--- config.mk ---
export PLATFORM = sky130hd
export DESIGN_NAME = rca_bist_reconfig_ctrl_flat
export DESIGN_NICKNAME = d
export VERILOG_FILES = /design/src/rtl/rca_bist_reconfig_ctrl_pkg.sv /design/src/rtl/rca_bist_reconfig_ctrl_if.sv /design/src/rtl/rca_bist_reconfig_ctrl_fa_check.sv /design/src/rtl/rca_bist_reconfig_ctrl.sv /design/src/flat_wrapper.sv
export SDC_FILE = /design/constraint.sdc
export NUM_CORES = 1
export LEC_CHECK = 0
export BUFFER_PORTS_ARGS = -buffer_cell sky130_fd_sc_hd__buf_2
export CORE_UTILIZATION = 55
export DETAILED_ROUTE_END_ITERATION = 8
export GPL_ROUTABILITY_DRIVEN = 0
export PLACE_DENSITY = 0.84
export SYNTH_ARGS = -nofsm -noshare
export SYNTH_HDL_FRONTEND = slang
export SYNTH_HIERARCHICAL = 1
export SYNTH_SLANG_ARGS = --single-unit
--- constraint.sdc ---
create_clock -name clk -period 3.58 [get_ports clk]
set_input_delay 0.358 -clock clk [delete_from_list [all_inputs] [get_ports clk]]
set_output_delay 0.358 -clock clk [all_outputs]
set_load 0.005 [all_outputs]
--- src/rtl/rca_bist_reconfig_ctrl_pkg.sv ---
// rca_bist_pkg: FSM states, adder select configuration type and the reconfiguration ROM
package rca_bist_pkg;

    typedef enum logic [1:0] {IDLE, SWEEP, DECIDE, FINISH} state_t;

    typedef struct packed {
        logic [2:0] is0;
        logic [2:0] is1;
        logic [4:0] cs;
        logic [3:0] ss0;
        logic [3:0] ss1;
    } cfg_t;

    localparam logic [3:0] IDX_P01 = 4'd5;
    localparam logic [3:0] IDX_P02 = 4'd6;
    localparam logic [3:0] IDX_P03 = 4'd7;
    localparam logic [3:0] IDX_P12 = 4'd8;
    localparam logic [3:0] IDX_P13 = 4'd9;
    localparam logic [3:0] IDX_P23 = 4'd10;

    // is0/is1: 1 + logical bit steered onto spare 4/5; cs: bypassed primaries (bit 4 = plain ripple);
    // ss0/ss1: logical sum bits taken from spare 4/5
    localparam cfg_t CFG_ROM [0:10] = '{
        {3'd0, 3'd0, 5'b10000, 4'b0000, 4'b0000},
        {3'd1, 3'd0, 5'b00001, 4'b0001, 4'b0000},
        {3'd2, 3'd0, 5'b00010, 4'b0010, 4'b0000},
        {3'd3, 3'd0, 5'b00100, 4'b0100, 4'b0000},
        {3'd4, 3'd0, 5'b01000, 4'b1000, 4'b0000},
        {3'd1, 3'd2, 5'b00011, 4'b0001, 4'b0010},
        {3'd1, 3'd3, 5'b00101, 4'b0001, 4'b0100},
        {3'd1, 3'd4, 5'b01001, 4'b0001, 4'b1000},
        {3'd2, 3'd3, 5'b00110, 4'b0010, 4'b0100},
        {3'd2, 3'd4, 5'b01010, 4'b0010, 4'b1000},
        {3'd3, 3'd4, 5'b01100, 4'b0100, 4'b1000}
    };

    function automatic logic [3:0] cfg_idx(input logic [3:0] f);
        case (f)
            4'b0001: return 4'd1;
            4'b0010: return 4'd2;
            4'b0100: return 4'd3;
            4'b1000: return 4'd4;
            4'b0011: return IDX_P01;
            4'b0101: return IDX_P02;
            4'b1001: return IDX_P03;
            4'b0110: return IDX_P12;
            4'b1010: return IDX_P13;
            4'b1100: return IDX_P23;
            default: return 4'd0;
        endcase
    endfunction

endpackage

--- src/rtl/rca_bist_reconfig_ctrl_if.sv ---
// rca_bist_reconfig_ctrl_if: BIST controller <-> adder test port and reconfiguration bus
interface rca_bist_reconfig_ctrl_if;

    logic       start;
    logic [3:0] adder_sums;
    logic [3:0] adder_carrys;
    logic       test;
    logic [3:0] at;
    logic [3:0] bt;
    logic       cint;
    logic [2:0] is0;
    logic [2:0] is1;
    logic [4:0] cs;
    logic [3:0] ss0;
    logic [3:0] ss1;
    logic [3:0] fault_map;
    logic       busy;
    logic       done;
    logic       uncorrectable;

    modport master (
        input  start, adder_sums, adder_carrys,
        output test, at, bt, cint, is0, is1, cs, ss0, ss1, fault_map, busy, done, uncorrectable
    );

    modport slave (
        output start, adder_sums, adder_carrys,
        input  test, at, bt, cint, is0, is1, cs, ss0, ss1, fault_map, busy, done, uncorrectable
    );

endinterface

--- src/rtl/rca_bist_reconfig_ctrl_fa_check.sv ---
// rca_fa_check: per-adder sum/carry mismatch using each adder's observed upstream carry
module rca_fa_check (
    input  logic [3:0] i_at,
    input  logic [3:0] i_bt,
    input  logic       i_cint,
    input  logic [3:0] i_sums,
    input  logic [3:0] i_carrys,
    output logic [3:0] o_mismatch
);

    logic [3:0] w_cin;

    assign w_cin      = {i_carrys[2:0], i_cint};
    assign o_mismatch = (i_sums ^ (i_at ^ i_bt ^ w_cin))
                      | (i_carrys ^ ((i_at & i_bt) | (i_at & w_cin) | (i_bt & w_cin)));

endmodule

--- src/rtl/rca_bist_reconfig_ctrl.sv ---
// rca_bist_reconfig_ctrl: BIST sweep of the four primary full adders and spare-routing reconfiguration
module rca_bist_reconfig_ctrl
    import rca_bist_pkg::*;
#(
    parameter int SWEEP_LEN = 512
) (
    input  logic clk,
    input  logic rst,
    rca_bist_reconfig_ctrl_if.master bus
);

    state_t     r_state, w_next;
    logic [8:0] r_pat;
    logic       r_test, r_busy, r_done, r_uncorr;
    logic [3:0] r_fault, w_mism;
    cfg_t       r_cfg;
    logic       w_last, w_over;

    rca_fa_check u_check (
        .i_at       (r_pat[3:0]),
        .i_bt       (r_pat[7:4]),
        .i_cint     (r_pat[8]),
        .i_sums     (bus.adder_sums),
        .i_carrys   (bus.adder_carrys),
        .o_mismatch (w_mism)
    );

    always_comb begin
        w_last = r_pat == 9'(SWEEP_LEN - 1);
        w_over = $countones(r_fault) > 2;
        w_next = (r_state == IDLE)   ? (bus.start ? SWEEP : IDLE) :
                 (r_state == SWEEP)  ? (w_last ? DECIDE : SWEEP) :
                 (r_state == DECIDE) ? FINISH : IDLE;
    end

    always_ff @(posedge clk) begin
        if (rst) begin
            r_state  <= IDLE;
            r_pat    <= '0;
            r_test   <= 1'b0;
            r_busy   <= 1'b0;
            r_done   <= 1'b0;
            r_uncorr <= 1'b0;
            r_fault  <= '0;
            r_cfg    <= CFG_ROM[0];
        end else begin
            r_state <= w_next;
            r_test  <= w_next == SWEEP;
            r_busy  <= w_next == SWEEP || w_next == DECIDE;
            r_done  <= w_next == FINISH;
            r_pat   <= (r_state == SWEEP && w_next == SWEEP) ? r_pat + 9'd1 : '0;
            if (r_state == IDLE && bus.start) begin
                r_fault  <= '0;
                r_uncorr <= 1'b0;
            end
            if (r_state == SWEEP)
                r_fault <= r_fault | w_mism;
            if (r_state == DECIDE) begin
                if (w_over)
                    r_uncorr <= 1'b1;
                else
                    r_cfg <= CFG_ROM[cfg_idx(r_fault)];
            end
        end
    end

    assign bus.test          = r_test;
    assign bus.at            = r_pat[3:0];
    assign bus.bt            = r_pat[7:4];
    assign bus.cint          = r_pat[8];
    assign bus.is0           = r_cfg.is0;
    assign bus.is1           = r_cfg.is1;
    assign bus.cs            = r_test ? 5'b00000 : r_cfg.cs;
    assign bus.ss0           = r_cfg.ss0;
    assign bus.ss1           = r_cfg.ss1;
    assign bus.fault_map     = r_fault;
    assign bus.busy          = r_busy;
    assign bus.done          = r_done;
    assign bus.uncorrectable = r_uncorr;

endmodule

--- src/flat_wrapper.sv ---
// flat-port wrapper written by rule: the top's interface ports become plain ports
module rca_bist_reconfig_ctrl_flat import rca_bist_pkg::*;
#(
    parameter int SWEEP_LEN = 512
)
  (clk, rst, bus_start, bus_adder_sums, bus_adder_carrys, bus_test, bus_at, bus_bt, bus_cint, bus_is0, bus_is1, bus_cs, bus_ss0, bus_ss1, bus_fault_map, bus_busy, bus_done, bus_uncorrectable);
  rca_bist_reconfig_ctrl_if bus_i ();
  input  logic clk;
  input  logic rst;
  input wire logic [$bits(bus_i.start)-1:0] bus_start;
  input wire logic [$bits(bus_i.adder_sums)-1:0] bus_adder_sums;
  input wire logic [$bits(bus_i.adder_carrys)-1:0] bus_adder_carrys;
  output wire logic [$bits(bus_i.test)-1:0] bus_test;
  output wire logic [$bits(bus_i.at)-1:0] bus_at;
  output wire logic [$bits(bus_i.bt)-1:0] bus_bt;
  output wire logic [$bits(bus_i.cint)-1:0] bus_cint;
  output wire logic [$bits(bus_i.is0)-1:0] bus_is0;
  output wire logic [$bits(bus_i.is1)-1:0] bus_is1;
  output wire logic [$bits(bus_i.cs)-1:0] bus_cs;
  output wire logic [$bits(bus_i.ss0)-1:0] bus_ss0;
  output wire logic [$bits(bus_i.ss1)-1:0] bus_ss1;
  output wire logic [$bits(bus_i.fault_map)-1:0] bus_fault_map;
  output wire logic [$bits(bus_i.busy)-1:0] bus_busy;
  output wire logic [$bits(bus_i.done)-1:0] bus_done;
  output wire logic [$bits(bus_i.uncorrectable)-1:0] bus_uncorrectable;
  assign bus_i.start = bus_start;
  assign bus_i.adder_sums = bus_adder_sums;
  assign bus_i.adder_carrys = bus_adder_carrys;
  assign bus_test = bus_i.test;
  assign bus_at = bus_i.at;
  assign bus_bt = bus_i.bt;
  assign bus_cint = bus_i.cint;
  assign bus_is0 = bus_i.is0;
  assign bus_is1 = bus_i.is1;
  assign bus_cs = bus_i.cs;
  assign bus_ss0 = bus_i.ss0;
  assign bus_ss1 = bus_i.ss1;
  assign bus_fault_map = bus_i.fault_map;
  assign bus_busy = bus_i.busy;
  assign bus_done = bus_i.done;
  assign bus_uncorrectable = bus_i.uncorrectable;
  rca_bist_reconfig_ctrl #(.SWEEP_LEN(SWEEP_LEN)) u_core (.clk(clk), .rst(rst), .bus(bus_i));
endmodule
==> results.toml <==
[sta]
setup_viol_count_final = 0
period_share = 0.755
rsz0062_at_grt = "false"
final.setup.tns_ns = 0
period_minus_slack_ns = 2.70
worst_slew_pin_slew_ns = 0.819
slew_violations = 0
max_slew_margin = 0.451
fmax_ghz = 0.370
hold_viol_final = 0
finalClockSkew_ns = 0.00565

[worst_setup_path]
cp-endpoint = "u_core/r_cfg[8]"
required_ns = 3.74
crit_type = "reg -> reg"
cp-startpoint = "u_core/bus.fault_map[1]"
r2r_cells = 11
path_cells = "inv_1 -> fa_1 -> inv_1 -> ha_1 -> inv_1 -> ha_1 -> nor3b_2 -> o21ai_1 -> nor3_1 -> a21oi_1 -> nor2_1"
path_max_fanout = 12
crit_path_top_delay_cell = "o21ai_1"
worst-path-buf-inv = 3
reg2reg_to = "u_core/r_cfg[8]"
critPathTopFamily = "adder cells"
crit_path_frequent_cell = "inv_1"
rrSetupSlack_ns = 0.88
cp_slowest_stage_delay_ns = 0.64
arrival_ns = 2.87
r2r_start = "u_core/bus.fault_map[1]"
end_kind = "register"
start_kind = "register"
cp.depth = 11

[outcome]
status = "completed"

[detailed_routing]
drt-initial-drc-count = 78
totalWireLength_mm = 4.01
drt-pass1-iter-count = 5
wl_per_cell_um = 12.3
ant_nets = 0
via_per_inst = 5.20
route.detailed.drc = 0
vias = 1695

[synth]
postSynthAreaPerCell_um2 = 8.74
syn_nets = 280
synth_top_area_share = 0.343
synth-seq-cells = 37
syn_inst = 247
synth_cell_types = 40
synth_warnings = 6
synth_top_cell_by_area = "dfxtp_1"
syn-cell-area_mm2 = 0.00216
yosysSeqAreaShare = 0.343
yosys-top-cells-area = "dfxtp_1 (34%), ha_1 (9.9%), buf_4 (5.2%), fa_1 (4.6%), nor2_1 (4.2%)"

[global_route]
grt_max_degree = 27
busiest_layer = "met2"
grt_first_pass_wirelength_mm = 6.89
grt_usage = 0.216
grt_use_met2 = 0.372
grt.met1_usage = 0.247
use_met3 = 0.0581
grt-ovfl-total = 0
antenna_found_initial = 0
grt_pass1_vias = 1585

[pwr]
peakVddDrop_mv = 0.221
p_per_area_mw_per_mm2 = 388
swShare = 0.249
p_seq_frac = 0.474
power_frac_comb = 0.135
p_switching_mw = 0.233
p_int_mw = 0.703
p_leak_nw = 1.06
power_frac_clock = 0.391

[placement]
placedCellCount = 318
portBuffers = 45
dpl.hpwl_mm = 3.04

[die]
die_h_um = 64.6
ios = 47
start_util = 0.581
die-area_mm2 = 0.00418
core_mm2 = 0.00372
dieWidth_um = 64.6
rows = 22

[job]
maxCapViolCount = 0

[layout]
n_antenna_cell = 0
final_net_count = 310
area_growth_pct = 11.7
drive_gt1_frac = 0.212
fin_cells = 326

[clock_tree]
cts_tree = "yes"
cts.sinks = 37
clk_latency_ns = 0.29
post-cts-setup-buffers = 0
cts_root_buffer = "clkbuf_8"
ctsHoldBuffers = 0
htreeDepth = 2
tritoncts.num_buffers = 5
post_cts_resized = 0
clkTransAtPathRegs_ns = 0.07
clk_path_buf_depth = 2

[worst_hold_path]
hold_path.class = "reg -> reg"
whs_path_depth = 1
min_from = "u_core/r_cfg[12]"
-- worst min path at each step --
stage,to
final,u_core/r_cfg[12]
after global routing,u_core/r_cfg[10]
after CTS,u_core/r_cfg[10]
after detailed placement,u_core/r_cfg[12]
after global placement,u_core/r_cfg[10]
after floorplan,u_core/r_cfg[12]
-- cell type report --
class | instances | area, µm²
Multi-Input combinational cell | 168 | 1190
Fill cell | 342 | 1310
Inverter | 20 | 75.1
Sequential cell | 37 | 741
Tap cell | 48 | 60.1
Clock buffer | 7 | 86.3
Timing Repair Buffer | 45 | 225
Clock inverter | 1 | 30.0
-- power by group through the flow --
stage / Combinational (mW) / Clock (mW) / Sequential, mW
global placement: 0.121 / 0 / 0.451
global route: 0.143 / 0.395 / 0.445
floorplan: 0.0961 / 0 / 0.446
CTS: 0.126 / 0.377 / 0.442
finish: 0.126 / 0.366 / 0.443
detailed placement: 0.125 / 0 / 0.452
-- cells in the mapped netlist --
cell and instances:
and3_1 6, a211oi_1 7, a21oi_1 16, nand3_1 8, nand2_2 1, a21oi_4 2
a221oi_1 3, fa_1 5, inv_1 20, xor2_1 6, nor2_4 1, buf_2 3
o31a_1 1, a22oi_1 2, o21ai_1 3, buf_4 15, and2b_1 2, or3_1 1
o22ai_1 1, xnor2_1 7, mux2i_1 3, o21ai_0 6, nand2b_4 1, nor3_1 10
a211o_1 1, o211ai_1 1, nand2b_1 1, a311oi_1 1, nor2_1 24, buf_1 1
dfxtp_1 37, ha_1 17, nand2_1 15, conb_1 1, o211ai_2 1, nor2b_1 12
clkbuf_1 2, nor3b_2 1, buf_6 1, nand3b_1 1
-- cell families (layout without fill, tap and decap cells) --
group | Yosys count | after routing | share of synthesized area
mux | 3 | 3 | 0.0139
xor+xnor | 13 | 13 | 0.0528
simple gates | 84 | 84 | 0.198
flops | 37 | 37 | 0.343
other cells | 1 | 1 | 0.00174
compound gates | 45 | 45 | 0.141
buf+inv | 42 | 73 | 0.104
fa+ha+maj | 22 | 22 | 0.145
-- through the flow --
step | hold WS, ns | area (µm²) | utilization | setup slack, ns | power (mW)
finish | 0.456 | 2410 | 0.648 | 0.876 | 0.935
detailed placement | 0.441 | 2290 | 0.617 | 0.863 | 0.577
global route | 0.486 | 2410 | 0.648 | 0.686 | 0.982
CTS | 0.456 | 2410 | 0.648 | 0.873 | 0.945
global placement | 0.441 | 2290 | 0.617 | 1.00 | 0.573
floorplan | 0.427 | 2160 | - | 1.27 | 0.542
-- cells in the final DEF (no fill, tap or decap), types with 2 or more instances in the layout --
| cell | netlist | routed |
|---|---|---|
| buf_2 | 3 | 45 |
| dfxtp_1 | 37 | 37 |
| nor2_1 | 24 | 24 |
| inv_1 | 20 | 20 |
| ha_1 | 17 | 17 |
| a21oi_1 | 16 | 16 |
| nand2_1 | 15 | 15 |
| nor2b_1 | 12 | 12 |
| nor3_1 | 10 | 10 |
| nand3_1 | 8 | 8 |
| a211oi_1 | 7 | 7 |
| xnor2_1 | 7 | 7 |
| clkbuf_8 | 0 | 6 |
| o21ai_0 | 6 | 6 |
| and3_1 | 6 | 6 |
| xor2_1 | 6 | 6 |
| fa_1 | 5 | 5 |
| o21ai_1 | 3 | 3 |
| mux2i_1 | 3 | 3 |
| a221oi_1 | 3 | 3 |
| and2b_1 | 2 | 2 |
| a21oi_4 | 2 | 2 |
| a22oi_1 | 2 | 2 |
-- routing by layer --
layer	part of all wire	wire length (µm)	up-vias
li1	-	-	868
met1	0.44	1750	766
met2	0.49	1980	50
met3	0.048	193	11
met4	0.021	83	0
met5	0	0	-
No activity file was read; power rests on OpenSTA's default activity.
